==> config.mk <==
export PLATFORM = sky130hd
export DESIGN_NAME = lal_scan_ctrl
export DESIGN_NICKNAME = d
export VERILOG_FILES = /design/src/rtl/lal_scan_ctrl.sv
export SDC_FILE = /design/constraint.sdc
export NUM_CORES = 1
export LEC_CHECK = 0
export CORE_MARGIN = 4
export CORE_UTILIZATION = 46
export DETAILED_ROUTE_END_ITERATION = 10
export GPL_TIMING_DRIVEN = 0
export PLACE_DENSITY = 0.79
export SKIP_LAST_GASP = 1
export SLEW_MARGIN = 20
export SYNTH_ARGS = -nofsm -noshare
export SYNTH_HDL_FRONTEND = slang
export SYNTH_SLANG_ARGS = --single-unit
export TNS_END_PERCENT = 50
==> constraint.sdc <==
create_clock -name clk -period 3 [get_ports clk]
set_input_delay 0.6 -clock clk [delete_from_list [all_inputs] [get_ports clk]]
set_output_delay 0.6 -clock clk [all_outputs]
set_load 0.005 [all_outputs]
==> src/rtl/lal_scan_ctrl.sv <==
// lal_scan_ctrl: sequencing controller for the lal step-counter/compare datapath.
// Latches a key and steps an index from 0 to LIMIT. At each step it reads one
// table entry and compares it with the key. The scan ends on the first match,
// at LIMIT, or on abort, and the result is then held until it is accepted.
module lal_scan_ctrl #(
  parameter int CNT_W = 9,
  parameter int KEY_W = 4,
  parameter int LIMIT = 511
) (
  input  logic             clk,
  input  logic             rst,
  input  logic             start_valid,
  output logic             start_ready,
  input  logic [KEY_W-1:0] key,
  input  logic             hold,
  input  logic             abort,
  output logic             tbl_rd,
  output logic [CNT_W-1:0] tbl_addr,
  input  logic [KEY_W-1:0] tbl_data,
  output logic             done_valid,
  input  logic             done_ready,
  output logic             done_hit,
  output logic             done_abort,
  output logic [CNT_W-1:0] done_idx,
  output logic             busy
);

  typedef enum logic [1:0] {
    IDLE = 2'd0,
    SCAN = 2'd1,
    RESP = 2'd2
  } state_t;

  localparam logic [CNT_W-1:0] LIM = CNT_W'(LIMIT);
  localparam logic [CNT_W-1:0] ONE = CNT_W'(1);

  state_t           state, state_nx;
  logic [CNT_W-1:0] idx, idx_nx;
  logic [KEY_W-1:0] key_q, key_nx;
  logic             hit_nx, abt_nx;
  logic [CNT_W-1:0] didx_nx;

  // The state register, the scan index, the latched key and the held result fields.
  always_ff @(posedge clk) begin
    if (rst) begin
      state      <= IDLE;
      idx        <= {CNT_W{1'b0}};
      key_q      <= {KEY_W{1'b0}};
      done_hit   <= 1'b0;
      done_abort <= 1'b0;
      done_idx   <= {CNT_W{1'b0}};
    end else begin
      state      <= state_nx;
      idx        <= idx_nx;
      key_q      <= key_nx;
      done_hit   <= hit_nx;
      done_abort <= abt_nx;
      done_idx   <= didx_nx;
    end
  end

  // Next-state logic and the table strobe. Within SCAN, abort wins over hold,
  // and hold wins over compare. The index is compared with LIMIT before it is
  // incremented, so it never passes LIMIT.
  always_comb begin
    state_nx = state;
    idx_nx   = idx;
    key_nx   = key_q;
    hit_nx   = done_hit;
    abt_nx   = done_abort;
    didx_nx  = done_idx;
    tbl_rd   = 1'b0;
    case (state)
      IDLE: begin
        if (start_valid) begin
          key_nx   = key;
          idx_nx   = {CNT_W{1'b0}};
          state_nx = SCAN;
        end else begin
          state_nx = IDLE;
        end
      end
      SCAN: begin
        if (abort) begin
          state_nx = RESP;
          hit_nx   = 1'b0;
          abt_nx   = 1'b1;
          didx_nx  = idx;
        end else if (hold) begin
          state_nx = SCAN;
        end else begin
          tbl_rd = 1'b1;
          if (tbl_data == key_q) begin
            state_nx = RESP;
            hit_nx   = 1'b1;
            abt_nx   = 1'b0;
            didx_nx  = idx;
          end else if (idx == LIM) begin
            state_nx = RESP;
            hit_nx   = 1'b0;
            abt_nx   = 1'b0;
            didx_nx  = LIM;
          end else begin
            idx_nx = idx + ONE;
          end
        end
      end
      RESP: begin
        if (done_ready) begin
          state_nx = IDLE;
        end else begin
          state_nx = RESP;
        end
      end
      default: begin
        state_nx = IDLE;
      end
    endcase
  end

  assign tbl_addr    = idx;
  assign start_ready = (state == IDLE);
  assign busy        = (state != IDLE);
  assign done_valid  = (state == RESP);

endmodule

# --- After elaboration in Yosys (flattened, before gate mapping) ---
# Cells that the tools add are included.
word_totals:
  reg_bits: 26
  elab_cells: 52
  output_inout_bits: 24
  inputBits: 14
op_classes:
  reduce_logical: 7
  muxes: 27
  eq_ne: 11
  add_sub_neg: 1
ops:
  columns: ["cell", "count"]
  rows:
  - ["$mux 9", 9]
  - ["$pmux 9 s2", 1]
  - ["$mux 1", 11]
  - ["$mux 2", 5]
  - ["$ne 2x2->1 const B", 5]
  - ["$add 9x1->9 const B", 1]
  - ["$eq 9x9->1 const B", 1]
  - ["$pmux 2 s3", 1]
  - ["$reduce_and 6->1", 1]
  - ["$ne 5x5->1 const B", 1]
  - ["$eq 4x4->1", 1]
  - ["$reduce_bool 2->1", 2]
  - ["$reduce_and 3->1", 1]
  - ["$reduce_bool 3->1", 1]
  - ["$eq 2x1->1 const B", 1]
  - ["$eq 2x2->1 const B", 1]
  - ["$logic_not 2->1", 1]
  - ["$ne 2x1->1 const B", 1]
  - ["$reduce_and 2->1", 1]

# --- Longest topological paths before layout ---
depth:
  word_depth: 6
  depth_mapped: 9
  ltp_nobuf: 8

# --- Least setup slack after synthesis ---
# No wires, ideal clock.
synth_timing:
  kind: "register -> register"
  start: "reg idx[0], in the netlist tbl_addr[0]"
  end: "reg idx[0], in the netlist tbl_addr[0]"
  t_required_ps: 2913
  path_stages_with_launch: 10
  slack_ps: 753
  arrival_ps: 2160
  path_buffers: 1
  period_less_slack_ps: 2247
  setup_time_ps: 87
  path_cell_list: "dfxtp_1 > ha_1 > and3_2 > and3_1 > and3_1 > ha_1 > a41o_1 > buf_2 > or4_1 > o31ai_1"
synth_between:
  elab_chain_len: 6
  word_cells_on_any_way: 9
  classes_between: "1 x add/sub; 2 x eq/ne; 5 x mux; 1 x reduce/logical"
synth_lines:
  columns: ["item", "line", "rtl"]
  rows:
  - ["from (decl)", "38", "logic [CNT_W-1:0] idx, idx_nx;"]
  - ["from (signal assigned)", "47", "idx <= {CNT_W{1'b0}};"]
  - ["from (signal assigned)", "54", "idx <= idx_nx;"]
  - ["$add 9x1->9", "104", "idx_nx = idx + ONE;"]
  - ["$mux 9", "98", "end else if (idx == LIM) begin"]
  - ["$mux 9", "93", "if (tbl_data == key_q) begin"]
  - ["$mux 9", "89", "end else if (hold) begin"]
  - ["$mux 9", "84", "if (abort) begin"]
  - ["$pmux 9 s2", "73", "case (state)"]
# Several ways; a longest one is shown, not always the timed one. The select of a mux whose other input is x is not followed.
# A chain may end at the register's enable or synchronous reset.

# --- Worst setup path after layout ---
layout_timing:
  start: "in abort"
  end: "out tbl_rd"
layout_between:
  elab_chain_len: 2
layout_lines:
  columns: ["item", "line", "rtl"]
  rows:
  - ["from (decl)", "16", "input logic abort,"]
  - ["$mux 1", "84", null]
  - ["$mux 1", "73", null]
  - ["to (decl)", "17", "output logic tbl_rd,"]
# No other way between the ends.

==> results.toml <==
[timing]
fin_crit_sh = 0.9517
slew_headroom = 0.4814
clock-skew-final_ns = 0.004937
rsz0062_at_grt = "false"
setup_viol = 0
fin_tns_setup_ns = 0
hold_ws_ns = 0.4876
clock.fmax_mhz = 350.3
period_minus_slack_ns = 2.855
finalWorstSetupSlack_ns = 0.1450
slew_viol_final = 0
worst_pin_slew_ns = 0.7727
hold_violations = 0

[synth]
yosysUniqueCellTypes = 34
yosysWarningCount = 0
netlist_area_um2 = 1252
syn-num-nets = 160
synth_top_area_cell = "dfxtp_1"
ys_seq_area_frac = 0.4156
synth_top_area_frac = 0.4156
synth.area.top_cells = "dfxtp_1 42%, a221oi_1 7.0%, nor2_1 4.8%"
synth_seq_cells = 26
syn_avg_cell_area_um2 = 8.698
netlist_instances = 144

[setup_path]
start_kind = "primary input"
path_common_cell = "clkdlybuf4s50_1"
r2r_slack_ns = 0.41
critPathArrivalTime_ns = 2.25
path_class = "in -> out"
cp-end-kind = "primary output"
rr_worst_depth = 9
rr_endpoint = "done_idx[1]"
crit_fanout = 13
r2r-start = "tbl_addr[1]"
cp_slowest_stage_delay_ns = 0.51
crit_chain = "clkdlybuf4s50_1, or3_4, inv_4, clkdlybuf4s50_1"
cp.required_ns = 2.40
slowest_stage = "or3_4"

[die]
io_pins = 38
initial_core_util = 0.4921
die_w_um = 60.18
die_h_um = 60.18
coreArea_um2 = 2545
rows = 18
dieArea_um2 = 3622

[clock_network]
ctsResizeCount = 1
cts_inserted_buffers = 3
clk_pin_slew_ns = 0.15
cts.sinks = 26
cts_max_level = 1
cts_buffer_depth = 2
cts_setup_buffers = 0
cts_root_buf = "clkbuf_4"
holdBufCountCts = 0
cts_tree = "built"
clock_latency_ns = 0.33

[flow_run]
drv_cap = 0

[pwr]
p_per_area_nw_per_um2 = 434.8
p_leak_nw = 0.5917
ir_drop_mv = 0.2702
total_power_mw = 0.7459

[place]
gp_congestion = 0.8550
dpl.hpwl_mm = 2.476
pre_cts_ws_ns = -0.02735
placed_area_um2 = 1660
io_buffers = 37
dp.cells = 211

[finish]
stdcell_count = 214
area_delta_synth_final_pct = 36.96
fin_util = 0.6740
fillerInstances = 236
diodes = 0
layout-drive-gt1-share = 0.06522
register_area_um2 = 520.5
stdcell_area_um2 = 1715
multi_input_area_um2 = 658.1
nNetsFinal = 201
mostFrequentLayoutCells = "37 x clkdlybuf4s50_1, 26 x dfxtp_1, 16 x nor2_1"
final_common_cell = "clkdlybuf4s50_1"

[routing]
met3RoutedLength_um = 225
top_layer_used = "met4"
drcViolationCount = 0
ant_nets = 0
vias = 1263
drt-pass1-iter-count = 4
drt_iter0_markers = 60
wire_per_inst_um = 15.07
totalWireLength_mm = 3.224
wl_met2_mm = 1.657
wirelength_met1_mm = 1.285
vias_per_cell = 5.902

[worst_hold_path]
hold_path_class = "reg -> reg"
hp-start = "done_hit"
hold_end = "done_hit"
min_delay_path_depth = 2

[global_routing]
grt-ovfl-total = 0
antenna_found_initial = 0
grt_pass1_vias = 1149
track_usage = 0.1930
grt_max_degree = 16
grt_pass1_wl_mm = 5.140

[status]
status = "completed"
==> layer usage <==
| metal | vias to the layer above | global-route usage |
|---|---|---|
| met3 | 6 | 0.03240 |
| li1 | 620 | - |
| met4 | 0 | 0.08228 |
| met2 | 50 | 0.3395 |
| met5 | - | 0 |
| met1 | 587 | 0.2277 |
==> final cells by class <==
type,count,area share
Buffer,7,0.01678
Clock buffer,3,0.01313
Clock inverter,1,0.01751
Inverter,12,0.02772
Multi-Input combinational cell,98,0.3837
Sequential cell,26,0.3034
Tap cell,30,0.02188
Timing Repair Buffer,37,0.2159
==> kinds of logic (layout without fill, tap and decap cells) <==
family,after synthesis,after routing,share of synthesized area
simple gates,49,49,0.2168
fa+ha+maj,2,2,0.01998
mux,4,4,0.03197
buf+inv,20,60,0.06292
flops,26,26,0.4156
xor+xnor,4,4,0.02797
compound gates,39,39,0.2248
==> critical path: cells and delay by family <==
kind                   cells  cell delay, ns
buffers and inverters      3            1.14
AND/OR/NAND/NOR            1            0.51
==> worst max path at each step <==
| stage | from | endpoint | slack [ns] | depth (start not counted) |
|---|---|---|---|---|
| 2_1_floorplan | tbl_addr[0] | tbl_addr[0] | 0.75 | 9 |
| 3_3_place_gp | abort | tbl_rd | -0.03 | 5 |
| 3_5_place_dp | abort | tbl_rd | -0.03 | 5 |
| 4_1_cts | abort | tbl_rd | 0.02 | 5 |
| 5_1_grt | abort | tbl_rd | 0.09 | 4 |
| 6_report | abort | tbl_rd | 0.15 | 4 |
==> synthesized netlist by cell type <==
| cell type | count |
|---|---|
| or4_1 | 5 |
| ha_1 | 2 |
| a41o_1 | 1 |
| or2_1 | 1 |
| nand3_1 | 5 |
| o31ai_1 | 1 |
| a221oi_1 | 10 |
| and3_2 | 1 |
| o311ai_0 | 1 |
| a21oi_1 | 6 |
| nor2_1 | 16 |
| nand2_1 | 3 |
| nand2b_4 | 1 |
| o21ai_1 | 2 |
| and3_1 | 2 |
| nand3_2 | 1 |
| a31oi_1 | 5 |
| nand4_1 | 6 |
| or3_1 | 3 |
| and2_1 | 1 |
| nor4_1 | 1 |
| dfxtp_1 | 26 |
| buf_2 | 3 |
| inv_1 | 11 |
| o211ai_1 | 8 |
| inv_2 | 1 |
| o21ai_0 | 4 |
| clkbuf_1 | 4 |
| nor2b_1 | 2 |
| a41oi_2 | 1 |
| xnor2_1 | 4 |
| nand2b_1 | 1 |
| mux2i_1 | 4 |
| buf_1 | 1 |
==> state kept, by name, summed over array words and instances, names as in the netlist <==
name / count
state: 2
key_q: 4
tbl_addr: 9
done_hit: 1
done_abort: 1
done_idx: 9
==> power breakdown <==
group / leakage, nW / switching [mW] / total, mW / internal (mW)
clock network: 0.0279 / 0.112 / 0.247 / 0.135
registers: 0.211 / 0.00987 / 0.371 / 0.361
logic: 0.352 / 0.0623 / 0.128 / 0.0660
total: 0.592 / 0.184 / 0.746 / 0.562
Note: power is estimated with default switching activity, not from simulation.
